<file path="config.mk">
export PLATFORM = sky130hd
export DESIGN_NAME = adder_serial_controller_flat
export DESIGN_NICKNAME = d
export VERILOG_FILES = /design/src/rtl/adder_serial_controller_if.sv /design/src/rtl/adder_serial_controller.sv /design/src/flat_wrapper.sv
export SDC_FILE = /design/constraint.sdc
export NUM_CORES = 1
export LEC_CHECK = 0
export CORE_MARGIN = 2
export CORE_UTILIZATION = 50
export CTS_CLUSTER_SIZE = 8
export DETAILED_ROUTE_END_ITERATION = 7
export MAX_ROUTING_LAYER = met4
export PLACE_DENSITY = 0.74
export SYNTH_ARGS = -nofsm -noshare
export SYNTH_HDL_FRONTEND = slang
export SYNTH_SLANG_ARGS = --single-unit
</file>
<file path="constraint.sdc">
create_clock -name Clk -period 1.95 [get_ports Clk]
set_clock_uncertainty 0.15 [all_clocks]
set_input_delay 0.195 -clock Clk [delete_from_list [all_inputs] [get_ports Clk]]
set_output_delay 0.195 -clock Clk [all_outputs]
set_load 0.02 [all_outputs]
</file>
<file path="src/rtl/adder_serial_controller_if.sv">
// Host-side handshake and operand/result bundle for adder_serial_controller.
// input_subtract exists only when ADDER_SERIAL_SUBTRACT_EN is defined.
interface adder_serial_controller_if #(
    parameter int WIDTH = 8
);
    logic             input_start;
    logic [WIDTH-1:0] input_a;
    logic [WIDTH-1:0] input_b;
`ifdef ADDER_SERIAL_SUBTRACT_EN
    logic             input_subtract;
`endif
    logic             output_busy;
    logic             output_done;
    logic [WIDTH-1:0] output_sum;
    logic             output_carry;

    modport master (
`ifdef ADDER_SERIAL_SUBTRACT_EN
        output input_subtract,
`endif
        output input_start, input_a, input_b,
        input  output_busy, output_done, output_sum, output_carry
    );

    modport slave (
`ifdef ADDER_SERIAL_SUBTRACT_EN
        input  input_subtract,
`endif
        input  input_start, input_a, input_b,
        output output_busy, output_done, output_sum, output_carry
    );
endinterface

</file>
<file path="src/rtl/adder_serial_controller.sv">
// Bit-serial WIDTH-bit adder: one full-add cell (two half adders + OR) stepped LSB first.
// Define ADDER_SERIAL_SUBTRACT_EN to add input_subtract, computing A-B mod 2^WIDTH.
module adder_half_1bit (
    input  logic a,
    input  logic b,
    output logic sum,
    output logic carry
);
    assign sum   = a ^ b;
    assign carry = a & b;
endmodule

module adder_serial_controller #(
    parameter int WIDTH = 8
) (
    input logic                       Clk,
    input logic                       Reset_n,
    adder_serial_controller_if.slave  bus
);
    localparam int CNT_W = $clog2(WIDTH);
    localparam logic [CNT_W-1:0] LAST_BIT = CNT_W'(WIDTH - 1);

    typedef enum logic [1:0] {IDLE, RUN, DONE} state_t;

    state_t           state;
    state_t           state_next;
    logic [WIDTH-1:0] a_shift;
    logic [WIDTH-1:0] b_shift;
    logic [WIDTH-1:0] result_shift;
    logic [WIDTH-1:0] sum_q;
    logic             carry;
    logic             carry_out_q;
    logic [CNT_W-1:0] bit_count;
    logic             accept;
    logic             last_bit;
    logic             op_subtract;
    logic             sub_q;
    logic             b_bit;
    logic             c0;
    logic             s0;
    logic             c1;
    logic             sum_bit;
    logic             busy;
    logic             done;

    // Operands are only taken from IDLE or the DONE cycle; start during RUN is dropped.
    assign accept   = bus.input_start && (state == IDLE || state == DONE);
    assign last_bit = (bit_count == LAST_BIT);

`ifdef ADDER_SERIAL_SUBTRACT_EN
    assign op_subtract = bus.input_subtract;

    always_ff @(posedge Clk) begin
        if (!Reset_n) begin
            sub_q <= 1'b0;
        end else if (accept) begin
            sub_q <= op_subtract;
        end
    end
`else
    assign op_subtract = 1'b0;
    assign sub_q       = 1'b0;
`endif

    // Subtraction is A + ~B + 1: invert B here, seed the carry with 1 on accept.
    assign b_bit = b_shift[0] ^ sub_q;

    adder_half_1bit ha0 (
        .a     (a_shift[0]),
        .b     (b_bit),
        .sum   (s0),
        .carry (c0)
    );

    adder_half_1bit ha1 (
        .a     (s0),
        .b     (carry),
        .sum   (sum_bit),
        .carry (c1)
    );

    always_ff @(posedge Clk) begin
        if (!Reset_n) begin
            state <= IDLE;
        end else begin
            state <= state_next;
        end
    end

    always_comb begin
        state_next = state;
        case (state)
            IDLE:    if (bus.input_start) state_next = RUN;
            RUN:     if (last_bit) state_next = DONE;
            DONE:    state_next = bus.input_start ? RUN : IDLE;
            default: state_next = IDLE;
        endcase
    end

    always_comb begin
        busy = 1'b0;
        done = 1'b0;
        case (state)
            RUN:     busy = 1'b1;
            DONE:    done = 1'b1;
            default: ;
        endcase
    end

    // Result bits enter from the MSB side so the LSB lands at bit 0 after WIDTH shifts.
    always_ff @(posedge Clk) begin
        if (!Reset_n) begin
            a_shift      <= '0;
            b_shift      <= '0;
            result_shift <= '0;
            sum_q        <= '0;
            carry        <= 1'b0;
            carry_out_q  <= 1'b0;
            bit_count    <= '0;
        end else if (accept) begin
            a_shift   <= bus.input_a;
            b_shift   <= bus.input_b;
            carry     <= op_subtract;
            bit_count <= '0;
        end else if (state == RUN) begin
            a_shift      <= a_shift >> 1;
            b_shift      <= b_shift >> 1;
            result_shift <= {sum_bit, result_shift[WIDTH-1:1]};
            carry        <= c0 | c1;
            bit_count    <= bit_count + 1'b1;
            if (last_bit) begin
                sum_q       <= {sum_bit, result_shift[WIDTH-1:1]};
                carry_out_q <= c0 | c1;
            end
        end
    end

    assign bus.output_busy  = busy;
    assign bus.output_done  = done;
    assign bus.output_sum   = sum_q;
    assign bus.output_carry = carry_out_q;
endmodule

</file>
<file path="src/flat_wrapper.sv">
// flat-port wrapper written by rule: the top's interface ports become plain ports
module adder_serial_controller_flat 
#(
    parameter int WIDTH = 8
)
  (Clk, Reset_n, bus_input_start, bus_input_a, bus_input_b, bus_output_busy, bus_output_done, bus_output_sum, bus_output_carry);
  adder_serial_controller_if #(.WIDTH(WIDTH)) bus_i ();
  input logic Clk;
  input logic Reset_n;
  input wire logic [$bits(bus_i.input_start)-1:0] bus_input_start;
  input wire logic [$bits(bus_i.input_a)-1:0] bus_input_a;
  input wire logic [$bits(bus_i.input_b)-1:0] bus_input_b;
  output wire logic [$bits(bus_i.output_busy)-1:0] bus_output_busy;
  output wire logic [$bits(bus_i.output_done)-1:0] bus_output_done;
  output wire logic [$bits(bus_i.output_sum)-1:0] bus_output_sum;
  output wire logic [$bits(bus_i.output_carry)-1:0] bus_output_carry;
  assign bus_i.input_start = bus_input_start;
  assign bus_i.input_a = bus_input_a;
  assign bus_i.input_b = bus_input_b;
  assign bus_output_busy = bus_i.output_busy;
  assign bus_output_done = bus_i.output_done;
  assign bus_output_sum = bus_i.output_sum;
  assign bus_output_carry = bus_i.output_carry;
  adder_serial_controller #(.WIDTH(WIDTH)) u_core (.Clk(Clk), .Reset_n(Reset_n), .bus(bus_i));
endmodule
</file>
==> out/summary.md <==
OpenSTA, run right after detailed placement, puts the worst setup slack at 0.316 ns. The logs give 1560 um^2 for the cell area after synthesis and 52.0% for the initial cell density of the core. The tools report the floorplan row count as 20.

After detailed placement, the total cell area comes to 1840 um^2. The clock net sink count came out at 38. The tools report the via count of the first global-routing pass as 1,111. The tightest min-delay check is of the input pin to flip-flop type. The initial antenna violation count was 0; the share of synthesized registers carrying an async set or reset was 0%.

The total grt overflow was 0. Worst path buffer plus inverter count: 1. The static leakage power was 0.737 nW. For the final routed database, the setup TNS stands at 0 ns. In this run the vertical extent of the chip is 59.9 um. In the routed layout, each cell is associated on average with a via count of 5.51. The final number of max-transition violations came out at 0. For the total number of vias, the log shows 1,284.

The clock period could shrink to 1.82 ns. For the final net count, the log shows 223. The largest single stage delay on the critical path is 0.61 ns.

The logs give 196 for the synthesized netlist net count and 233 for the number of standard cells in the layout, taps in and fillers out. In this run the critical register-to-register path is captured at u_core.bus.output_carry. The cell count of the worst reg-to-reg path is 5.

The register-to-register setup slack was 0.45 ns; the average instance area after synthesis was 8.98 um^2. The final design utilization is 63.2%, and the number of I/O pins is 30. For the clock buffer count from CTS, the log shows 5. Traced cell by cell, the critical path runs through nor2b_1 -> clkdlybuf4s50_1. The tools report the maximum number of pins on one net before global-route repair as 28. The tools report the distinct cell type count of the synthesized netlist as 23. VDD sags by at most 0.000388 V. In this run, placement finished with an instance count of 227. Based on the critical path, the design can be clocked at up to 550 MHz.

The flow ran to the end, and the final reports show no timing, DRC or antenna violations. For the number of search-and-repair iterations in the first detailed-routing pass, the log shows 4. Sorting the synthesized cells by area gives the leading types as sky130_fd_sc_hd__dfxtp_1 (49%), sky130_fd_sc_hd__nand3_1 (12%), sky130_fd_sc_hd__a21boi_1 (7.7%). For the worst setup path, the data required time is 1.60 ns. Broken down by cell family, the worst path's largest delay share belongs to buffers and inverters. TritonCTS built the clock tree.

Setup repair after global routing left no endpoint under its margin. For this design the ratio of total power to cell area is 727 nW/um^2. The first global-routing pass estimated 5.02 mm of wire. The wire length after detailed routing was 2.97 mm; the deepest level of the CTS H-tree was 2.

The worst slew margin relative to its limit came out at 75.8%. STA classifies the critical path startpoint as a flip-flop. The worst hold path begins at bus_input_a[7]. The first routing iteration left 41 violations. After clock tree synthesis, the clock-pin slew on the worst setup and hold paths is 0.10 ns. After layout, the design draws a total of 1.38 mW. Detailed placement ended at an HPWL of 2.10 mm. The number of synthesized flops with an enable pin came out at 0.

The share of synthesized area in the top cell type comes to 48.7%. The post-detailed-route wirelength per cell is 12.8 um. The data arrival time of the critical path came out at 1.47 ns. Once detail routing completed, the nets flagged for antenna violations numbered 0. At the pin with the least slew margin, the transition time is 0.363 ns. The tools report the number of standard cells after synthesis as 174.

Count of inserted antenna diode cells: 0. The largest individual stage delay along the critical path comes from the cell sky130_fd_sc_hd__clkdlybuf4s50_1. In the synthesized netlist the dominant register cell turns out to be sky130_fd_sc_hd__dfxtp_1.

Setup violations remaining at the end of the flow were counted as 0. Share of synthesized area occupied by flip-flops and latches: 48.7%. Source of the worst register-to-register timing path: u_core.bit_count[0]. The clock tree root driver cell was sky130_fd_sc_hd__clkbuf_4. For the area of the die, the log shows 3590 um^2.

The number of stages on the worst hold path was 3. With fillers left out, the area of the finished cells amounts to 1900 um^2. The filler cell count came out at 277. Relative to the synthesized area, the layout overhead comes to 21.5%. The share of final-layout standard cells stronger than drive strength 1 works out to 7.00%.

The die is 59.9 um wide. The cell type contributing the most total cell area after synthesis was sky130_fd_sc_hd__dfxtp_1. After layout, the worst setup slack is 0.133 ns. The share of the clock period used by the worst path after layout came out at 93.2%. The worst hold path terminates at u_core.a_shift[7].

Final hold analysis gives a worst-case slack of 0.286 ns. The clock passes through at most 2 buffers. The synthesized design contains 38 register bits.

The maximum fanout count along the critical path is 4. The core region is 3000 um^2. Across every metal layer, demand over resource in global routing totals 19.3%. The worst setup path category is flip-flop to output pin. The logs give 0 for the number of hold violations in the final report and 0 for the DRC violation count after routing. Input and output buffers added on the ports amount to 29.

The tools report the capturing element type of the critical path as an output pin. During synthesis, Yosys emitted a total of 0 warnings. Routability-driven placement finished with a final weighted congestion of 0.691.

Across the run, the number of max-cap violations was 0. Clock latency on the worst-skew pair, taken at its later pin, is 0.33 ns.
[routing by layer]
metal / track usage, % / vias up / wire, um
li1: - / 661 / -
met1: 23.9 / 596 / 1420
met2: 29.8 / 21 / 1380
met3: 5.84 / 6 / 132
met4: 6.67 / 0 / 40
met5: - / - / 0
[worst min-delay path, stage by stage]
cell and delay, ns:
sky130_fd_sc_hd__clkdlybuf4s50_1 0.40, sky130_fd_sc_hd__nand3_1 0.07, sky130_fd_sc_hd__o21ai_0 0.07
[cell usage in the layout (no fill, tap or decap)]
cell type                         netlist  final
sky130_fd_sc_hd__fa_1                   1      1
sky130_fd_sc_hd__inv_6                  1      1
sky130_fd_sc_hd__xnor2_1                1      1
sky130_fd_sc_hd__nand3_1               36     36
sky130_fd_sc_hd__and2_1                 2      2
sky130_fd_sc_hd__dfxtp_1               38     37
sky130_fd_sc_hd__buf_4                  3      6
sky130_fd_sc_hd__clkdlybuf4s50_1        0     28
sky130_fd_sc_hd__a21boi_1              16     16
sky130_fd_sc_hd__nand2b_1               2      2
sky130_fd_sc_hd__dlymetal6s2s_1         0      1
sky130_fd_sc_hd__ha_1                   2      2
sky130_fd_sc_hd__nand3b_1               1      1
sky130_fd_sc_hd__a21boi_0               5      5
sky130_fd_sc_hd__nand2_1               30     30
sky130_fd_sc_hd__clkbuf_8               0      1
sky130_fd_sc_hd__dfxtp_2                0      1
sky130_fd_sc_hd__a21oi_1                3      3
sky130_fd_sc_hd__nor2b_1                2      2
sky130_fd_sc_hd__o21ai_0                3      3
sky130_fd_sc_hd__nor2_1                 1      1
sky130_fd_sc_hd__and3b_1                1      1
sky130_fd_sc_hd__clkbuf_4               0      5
sky130_fd_sc_hd__a22oi_1               14     14
[power breakdown]
part	switching, mW	internal [mW]
combinational	0.0859	0.0807
clock	0.229	0.162
sequential	0.0178	0.804
total	0.332	1.05
[repair_timing]
item | in CTS | in global routing
hold buffers | 0 | 0
buffers inserted | 0 | 0
gates resized for setup | 1 | 1
endpoints found under the setup margin | 1 | 1
[synth_stat cells, drive strengths merged, types with 2 or more instances]
| library cell | number |
|---|---|
| a22oi | 14 |
| nand2b | 2 |
| o21ai | 3 |
| ha | 2 |
| buf | 12 |
| dfxtp | 38 |
| a21boi | 21 |
| nor2b | 2 |
| nand2 | 30 |
| clkbuf | 3 |
| and2 | 2 |
| a21oi | 3 |
| nand3 | 36 |
[layout make-up]
class | count | area [um^2] | area share (%)
Multi-Input combinational cell | 120 | 697 | 36.7
Clock buffer | 6 | 51.3 | 2.70
Inverter | 1 | 8.76 | 0.461
Sequential cell | 38 | 762 | 40.1
Tap cell | 33 | 41.3 | 2.18
Timing Repair Buffer | 35 | 338 | 17.8
[cells by family (layout without fill, tap and decap cells)]
family | Yosys count | in the layout | synth area share (%)
and+or+nand+nor | 75 | 75 | 22.4
AOI/OAI and AO/OA | 41 | 41 | 18.7
DFF | 38 | 38 | 48.7
buffers and inverters | 16 | 42 | 6.72
adders and majority gates | 3 | 3 | 2.88
xor gates and xnor gates | 1 | 1 | 0.561
[worst max-delay path by stage]
stage,from,end,slack [ns],cells past startpoint
after floorplan,u_core.bit_count[0],u_core.state[1],0.54,5
after global routing,u_core.state[1],bus_output_done,0.06,2
final,u_core.state[1],bus_output_done,0.13,2
after CTS,u_core.state[1],bus_output_busy,0.04,3
after global placement,u_core.state[0],bus_output_busy,0.38,3
after detailed placement,bus_input_start,u_core.b_shift[2],0.32,5
[state kept, by name, indices dropped and copies added (netlist names)]
name and cells:
u_core.a_shift 8, u_core.b_shift 8, u_core.bus.output_sum 8, u_core.result_shift 7, u_core.bit_count 3, u_core.state 2
u_core.bus.output_carry 1, u_core.carry 1
Power figures use the tool's default switching activity.
